File: src/rtl/pipe_stage_chain_if.sv
// rtl/pipe_stage_chain_if.sv - upstream, downstream and memory port bundle for pipe_stage_chain
interface pipe_stage_chain_if #(
   parameter int WIDTH = 32
);
   logic             in_valid;
   logic             in_ready;
   logic [WIDTH-1:0] in_data;
   logic             in_mem;
   logic             out_valid;
   logic             out_ready;
   logic [WIDTH-1:0] out_data;
   logic             mem_req;
   logic [WIDTH-1:0] mem_addr;
   logic             mem_resp;
   logic [WIDTH-1:0] mem_rdata;

   modport slave (
      input  in_valid, in_data, in_mem, out_ready, mem_resp, mem_rdata,
      output in_ready, out_valid, out_data, mem_req, mem_addr
   );

   modport master (
      output in_valid, in_data, in_mem, out_ready, mem_resp, mem_rdata,
      input  in_ready, out_valid, out_data, mem_req, mem_addr
   );
endinterface

File: src/rtl/pipe_stage_chain.sv
// rtl/pipe_stage_chain.sv - elastic in-order pipeline with one memory-wait stage and young-stage flush
module pipe_stage_chain #(
   parameter int STAGES      = 5,
   parameter int WIDTH       = 32,
   parameter int MEM_STAGE   = 3,
   parameter int FLUSH_DEPTH = 2
) (
   input  logic                         clk,
   input  logic                         rst,
   input  logic                         flush,
   pipe_stage_chain_if.slave            bus,
   output logic [STAGES-1:0]            stage_valid,
   output logic [$clog2(STAGES+1)-1:0]  occupancy
);
   localparam int OCC_W = $clog2(STAGES + 1);

   typedef enum logic [1:0] {IDLE, WAIT, DONE} mem_state_e;

   mem_state_e        state_q, state_d;
   logic [STAGES-1:0] valid_q, valid_d;
   logic [STAGES-1:0] mem_q, mem_d;
   logic [WIDTH-1:0]  data_q [STAGES];
   logic [WIDTH-1:0]  data_d [STAGES];
   logic [STAGES-1:0] load, adv;
   logic              mem_op, mem_hold, mem_fwd;
   logic [OCC_W-1:0]  occ;

   // Ready ripples from the oldest stage back; the memory stage is gated while a request is outstanding.
   always_comb begin
      mem_op   = valid_q[MEM_STAGE] && mem_q[MEM_STAGE];
      mem_hold = mem_op && (state_q != DONE) && !bus.mem_resp;
      mem_fwd  = mem_op && (state_q != DONE) && bus.mem_resp;
      adv      = '0;
      load     = '0;
      adv[STAGES-1]  = valid_q[STAGES-1] && bus.out_ready;
      load[STAGES-1] = !valid_q[STAGES-1] || adv[STAGES-1];
      for (int k = STAGES - 2; k >= 0; k--) begin
         adv[k]  = valid_q[k] && load[k+1] && !((k == MEM_STAGE) && mem_hold);
         load[k] = !valid_q[k] || adv[k];
      end
   end

   always_comb begin
      valid_d      = valid_q;
      mem_d        = mem_q;
      data_d       = data_q;
      bus.in_ready = load[0] && !flush;
      if (load[0]) begin
         valid_d[0] = bus.in_valid && bus.in_ready;
         if (valid_d[0]) begin
            data_d[0] = bus.in_data;
            mem_d[0]  = bus.in_mem;
         end
      end
      for (int k = 1; k < STAGES; k++) begin
         if (load[k]) begin
            valid_d[k] = adv[k-1];
            if (adv[k-1]) begin
               data_d[k] = ((k - 1 == MEM_STAGE) && mem_fwd) ? bus.mem_rdata : data_q[k-1];
               mem_d[k]  = mem_q[k-1];
            end
         end
      end
      // Response arrived but downstream is blocked: park the read data in place.
      if (mem_fwd && !adv[MEM_STAGE]) begin
         data_d[MEM_STAGE] = bus.mem_rdata;
      end
      if (flush) begin
         valid_d[FLUSH_DEPTH-1:0] = '0;
      end
   end

   always_comb begin
      state_d     = state_q;
      bus.mem_req = 1'b0;
      case (state_q)
         IDLE, WAIT: begin
            if (mem_op) begin
               bus.mem_req = 1'b1;
               if (bus.mem_resp) begin
                  state_d = adv[MEM_STAGE] ? IDLE : DONE;
               end else begin
                  state_d = WAIT;
               end
            end
         end
         DONE: begin
            if (adv[MEM_STAGE]) begin
               state_d = IDLE;
            end
         end
         default: state_d = IDLE;
      endcase
   end

   always_comb begin
      occ = '0;
      for (int k = 0; k < STAGES; k++) begin
         occ = occ + OCC_W'(valid_q[k]);
      end
   end

   always_ff @(posedge clk) begin
      if (rst) begin
         state_q <= IDLE;
         valid_q <= '0;
         mem_q   <= '0;
         for (int k = 0; k < STAGES; k++) begin
            data_q[k] <= '0;
         end
      end else begin
         state_q <= state_d;
         valid_q <= valid_d;
         mem_q   <= mem_d;
         for (int k = 0; k < STAGES; k++) begin
            data_q[k] <= data_d[k];
         end
      end
   end

   assign bus.out_valid = valid_q[STAGES-1];
   assign bus.out_data  = data_q[STAGES-1];
   assign bus.mem_addr  = data_q[MEM_STAGE];
   assign stage_valid   = valid_q;
   assign occupancy     = occ;
endmodule

File: src/flat_wrapper.sv
// flat-port wrapper written by rule: the top's interface ports become plain ports
module pipe_stage_chain_flat 
#(
   parameter int STAGES      = 5,
   parameter int WIDTH       = 32,
   parameter int MEM_STAGE   = 3,
   parameter int FLUSH_DEPTH = 2
)
  (clk, rst, flush, stage_valid, occupancy, bus_in_valid, bus_in_data, bus_in_mem, bus_out_ready, bus_mem_resp, bus_mem_rdata, bus_in_ready, bus_out_valid, bus_out_data, bus_mem_req, bus_mem_addr);
  pipe_stage_chain_if #(.WIDTH(WIDTH)) bus_i ();
  input  logic clk;
  input  logic rst;
  input  logic flush;
  output logic [STAGES-1:0] stage_valid;
  output logic [$clog2(STAGES+1)-1:0] occupancy;
  input wire logic [$bits(bus_i.in_valid)-1:0] bus_in_valid;
  input wire logic [$bits(bus_i.in_data)-1:0] bus_in_data;
  input wire logic [$bits(bus_i.in_mem)-1:0] bus_in_mem;
  input wire logic [$bits(bus_i.out_ready)-1:0] bus_out_ready;
  input wire logic [$bits(bus_i.mem_resp)-1:0] bus_mem_resp;
  input wire logic [$bits(bus_i.mem_rdata)-1:0] bus_mem_rdata;
  output wire logic [$bits(bus_i.in_ready)-1:0] bus_in_ready;
  output wire logic [$bits(bus_i.out_valid)-1:0] bus_out_valid;
  output wire logic [$bits(bus_i.out_data)-1:0] bus_out_data;
  output wire logic [$bits(bus_i.mem_req)-1:0] bus_mem_req;
  output wire logic [$bits(bus_i.mem_addr)-1:0] bus_mem_addr;
  assign bus_i.in_valid = bus_in_valid;
  assign bus_i.in_data = bus_in_data;
  assign bus_i.in_mem = bus_in_mem;
  assign bus_i.out_ready = bus_out_ready;
  assign bus_i.mem_resp = bus_mem_resp;
  assign bus_i.mem_rdata = bus_mem_rdata;
  assign bus_in_ready = bus_i.in_ready;
  assign bus_out_valid = bus_i.out_valid;
  assign bus_out_data = bus_i.out_data;
  assign bus_mem_req = bus_i.mem_req;
  assign bus_mem_addr = bus_i.mem_addr;
  pipe_stage_chain #(.STAGES(STAGES), .WIDTH(WIDTH), .MEM_STAGE(MEM_STAGE), .FLUSH_DEPTH(FLUSH_DEPTH)) u_core (.clk(clk), .rst(rst), .flush(flush), .bus(bus_i), .stage_valid(stage_valid), .occupancy(occupancy));
endmodule
File: config.mk
export PLATFORM = sky130hd
export DESIGN_NAME = pipe_stage_chain_flat
export DESIGN_NICKNAME = d
export VERILOG_FILES = /design/src/rtl/pipe_stage_chain_if.sv /design/src/rtl/pipe_stage_chain.sv /design/src/flat_wrapper.sv
export SDC_FILE = /design/constraint.sdc
export NUM_CORES = 1
export LEC_CHECK = 0
export CORE_MARGIN = 5
export CORE_UTILIZATION = 45
export DETAILED_ROUTE_END_ITERATION = 16
export GPL_TIMING_DRIVEN = 0
export PLACE_DENSITY_LB_ADDON = 0.25
export SKIP_CTS_REPAIR_TIMING = 1
export SYNTH_ARGS = -nofsm -noshare
export SYNTH_HDL_FRONTEND = slang
export SYNTH_SLANG_ARGS = --single-unit
export TNS_END_PERCENT = 30
File: constraint.sdc
create_clock -name clk -period 4.4 [get_ports clk]
set_input_delay 0.88 -clock clk [delete_from_list [all_inputs] [get_ports clk]]
set_output_delay 0.88 -clock clk [all_outputs]
set_load 0.02 [all_outputs]
**Word level (Yosys, flattened, before mapping)**

Index checks and enable logic that the tools add are counted.

- Eq/ne operators: 5
- Reductions and logical operators: 39
- Add/subtract/negate cells: 4
- Muxes and demuxes: 11

Operator list:

| kind | number |
|---|---|
| 32-bit two-way mux | 4 |
| 2-bit AND reduction | 7 |
| 1-bit logical AND | 13 |
| 3-bit by 1-bit adder with 3-bit output | 3 |
| 1-bit logical NOT | 9 |
| 2-bit two-way mux | 4 |
| 1-bit logical OR | 5 |
| 2-bit by 1-bit != test with 1-bit output (second input constant) | 2 |
| 2-bit one-hot mux with 2 select lines | 1 |
| 2-bit nonzero test | 2 |
| 2-bit OR reduction | 2 |
| 1-bit by 1-bit adder with 2-bit output | 1 |
| 2-bit by 1-bit equality test with 1-bit output (second input constant) | 1 |
| 2-bit equality test (second input constant) | 1 |
| 2-bit logical NOT | 1 |
| 1-bit two-way mux | 2 |
| 2-bit != test (second input constant) | 1 |

- Bits of input ports: 71
- Output and inout port bits: 75
- Flip-flop bits (word level): 171

**Depth between registers and ports, before layout**

Gate-level depths: netlist of run 1.

- Depth in word-level cells: 15
- Depth in mapped cells: 8
- Depth with buffers taken out: 8

**Worst setup path after synthesis of run 1**

Ideal clock, no wire load.

- Path type: register to output
- Start: reg u_core.valid_q[1] (netlist: u_core.stage_valid[1])
- End: out occupancy[1]
- Buffers on the path: 0
- Slack: 1505 ps
- Stages on the path, launching flop included: 9
- Arrival time: 2015 ps
- Required time: 3520 ps
- Cell sequence: dfxtp_1 ha_1 inv_1 fa_1 inv_1 ha_1 inv_1 fa_1 inv_1

- Word-level cells in the longest chain between the ends: 4

RTL lines:

| what | RTL line | text |
|---|---|---|
| from (decl) | pipe_stage_chain.sv:20 | `logic [STAGES-1:0] valid_q, valid_d;` |
| from (signal assigned) | pipe_stage_chain.sv:113 | `valid_q <= valid_d;` |
| 1-bit by 1-bit adder with 2-bit output | pipe_stage_chain.sv:99 | `occ = occ + OCC_W'(valid_q[k]);` |
| 3-bit by 1-bit adder with 3-bit output (3 in a row) | pipe_stage_chain.sv:99 |  |
| to (decl) | flat_wrapper.sv:15 | `output logic [$clog2(STAGES+1)-1:0] occupancy;` |

Every way passes these cells.

**Worst setup path after layout of run 1**

Same ends and word-level chain as after synthesis.

==> run_results.csv, run 1 <==
group,metric,value,unit
power,power.total,3.27,mW
route,vias,5928,
route,vias_per_cell,4.91,
floorplan,io_pins,146,
global_route,antenna_found_initial,0,
route,ant_nets,0,
cells_and_area,layout.cells.most_common_list,"dfxtp_1, clkdlybuf4s50_1, nand2b_1",
floorplan,start_util,0.460,
worst_setup_path,startpoint_type,"flip-flop",
yosys,synth_cells,811,
timing,period_share,0.863,
power,powerDensity,318,nW/µm²
floorplan,core_area,17400,µm²
clock_network,cts.clk_slew.worst_paths,60,ps
route,wl_per_cell,15.8,µm
cells_and_area,final_util,0.592,
cells_and_area,drive_gt1_frac,0.158,
clock_network,htree_levels,4,
cells_and_area,area_growth,28.7,%
cells_and_area,final_common_cell,"dfxtp_1",
clock_network,cts-root-buf,"clkbuf_16",
cells_and_area,nFillCells,1593,
timing,max_slew_margin,0.551,
run,cap_viol_max_count,0,
timing,clock-skew-final,4.84,ps
timing,worst_pin_slew,669,ps
timing,clock.fmax,263,MHz
timing,finalSetupViolations,0,
timing,post-route-min-period,3800,ps
cells_and_area,fin_nets,1049,
clock_network,clock-sinks,171,
run_status,status,"completed",
placement,finalWeightedCongestion,0.876,
global_route,grt_max_degree,17,
global_route,overflow,0,
cells_and_area,multiInputGateArea,3670,µm²
yosys,ys_ff_latch,171,
yosys,seq_area_frac_synth,0.429,
yosys,syn-cell-area,7980,µm²
worst_setup_path,crit_type,"reg -> out",
clock_network,cts_buffer_depth,2,
cells_and_area,final_cells,1208,
timing,finalSetupTns,0,ps
timing,hold_viol_final,0,
timing,rsz0062_at_grt,"no",
clock_network,cts_buffers,17,
cells_and_area,diodes,0,
yosys,yosysTopAreaCellShare,0.429,
global_route,grt.total_usage,0.191,
placement,placed_cells,1180,
global_route,grt_pass1_wl,31.2,mm
power,ir_worst_vdd,285,µV
worst_setup_path,critPathMaxFanout,6,
global_route,grt_pass1_vias,6012,
power,p_leak,3.58,nW
yosys,netlist_top_cells_area,"dfxtp_1, mux2i_1, nand2b_1",
floorplan,fp.dieArea,20500,µm²
yosys,syn_nets,886,
worst_hold_path,hold_class,"reg -> reg",
floorplan,die_x,143,µm
placement,port-buffer-count,144,
timing,slew_violations,0,
floorplan,die_y,143,µm
route,dr.pass1.iters,5,
cells_and_area,register_area,3420,µm²
route,drc_errors,0,
clock_network,cts_tree,"done",
clock_network,clk_latency,430,ps
placement,hpwl,14.7,mm
worst_setup_path,end_kind,"output port",
yosys,yosysUniqueCellTypes,34,
route,drtIter0Drc,326,
yosys,syn_avg_cell_area,9.84,µm²
floorplan,num_rows,48,
yosys,synth_top_cell_by_area,"dfxtp_1",
worst_setup_path,required,3520,ps
yosys,synth_warnings,0,
route,wirelength,19.1,mm
worst_setup_path,cp.arrival,2920,ps
state kept, by name, indices dropped and copies added, names as in the netlist:
name                 flops
u_core.stage_valid       5
u_core.bus.mem_addr     32
u_core.state_q           2
u_core.data_q           96
u_core.mem_q             4
u_core.bus.out_data     32
worst paths after layout:
| kind | start | end | slack [ps] | depth (start not counted) |
|---|---|---|---|---|
| worst max-delay path | u_core.stage_valid[1] | occupancy[1] | 600 | 9 |
| worst min-delay path | u_core.data_q[92] | u_core.data_q[92] | 470 | 2 |
| worst max register to register | u_core.stage_valid[3] | u_core.bus.mem_addr[13] | 2220 | 6 |
| worst min register to register | u_core.data_q[92] | u_core.data_q[92] | 470 | 2 |
kinds of logic after synthesis:
group           after synthesis  synth area share
buf+inv                     142             0.111
fa+ha+maj                     4           0.00815
flops                       171             0.429
simple gates                251             0.171
mux                         131             0.164
compound gates              112             0.117
area by class of cell:
type,count,area share
inverters,10,0.00365
multi-input cells,498,0.358
plain buffers,132,0.0826
well taps,225,0.0274
clock inverters,8,0.0119
clock buffers,20,0.0435
flip-flops and latches,171,0.333
repair buffers,144,0.140
critical path: stages (launching register included):
cell	delay [ps]
dfxtp_1	360
ha_1	290
inv_1	40
fa_1	470
inv_1	40
ha_1	170
inv_1	60
fa_1	400
inv_1	60
clkdlybuf4s50_1	590
power breakdown:
part / internal, mW / switching (mW) / leakage [nW]
clock: 0.893 / 0.583 / 0.281
sequential: 1.57 / 0.00653 / 1.38
combinational: 0.123 / 0.0915 / 1.92
total: 2.59 / 0.681 / 3.58
Yosys cell counts (all sizes together):
master  instances
o21ai           2
nor4b           1
clkbuf         37
nor2b           1
and2            1
mux2i         131
o21a            4
nand2          16
o311a           1
a211oi         33
nand4          13
ha              2
a311oi         19
nor3            2
a21oi           4
a21bo          33
a31oi          13
o211a           1
buf            95
o211ai          1
dfxtp         171
o21ba           1
or3             1
fa              2
inv            10
nor2           58
nand3          22
nand2b        136
metal layers:
layer / share of wire / up-vias / GRT usage
li1: - / 3060 / -
met1: 0.47 / 2670 / 0.256
met3: 0.057 / 33 / 0.0409
met2: 0.45 / 165 / 0.305
met5: 0 / - / 0
met4: 0.020 / 0 / 0.0690
through the flow:
stage          hold slack, ps  setup WS (ps)  instance area (µm²)
5_1_grt                   486            498                10300
4_1_cts                   476            575                10300
6_report                  472            604                10300
3_5_place_dp              461            890                 9710
3_3_place_gp              457            897                 9710
2_1_floorplan             443           1510                 7980
Note: power is estimated with default switching activity, not from simulation.
==> run 2: changes to the inputs <==
--- a/config.mk
+++ b/config.mk
@@ -7,6 +7,7 @@
 export LEC_CHECK = 0
 export CORE_MARGIN = 5
 export CORE_UTILIZATION = 45
+export CTS_CLUSTER_SIZE = 20
 export DETAILED_ROUTE_END_ITERATION = 16
 export GPL_TIMING_DRIVEN = 0
 export PLACE_DENSITY_LB_ADDON = 0.25
==> results of run 2 <==
The final DEF is identical to that of run 1; final timing and power are the same.
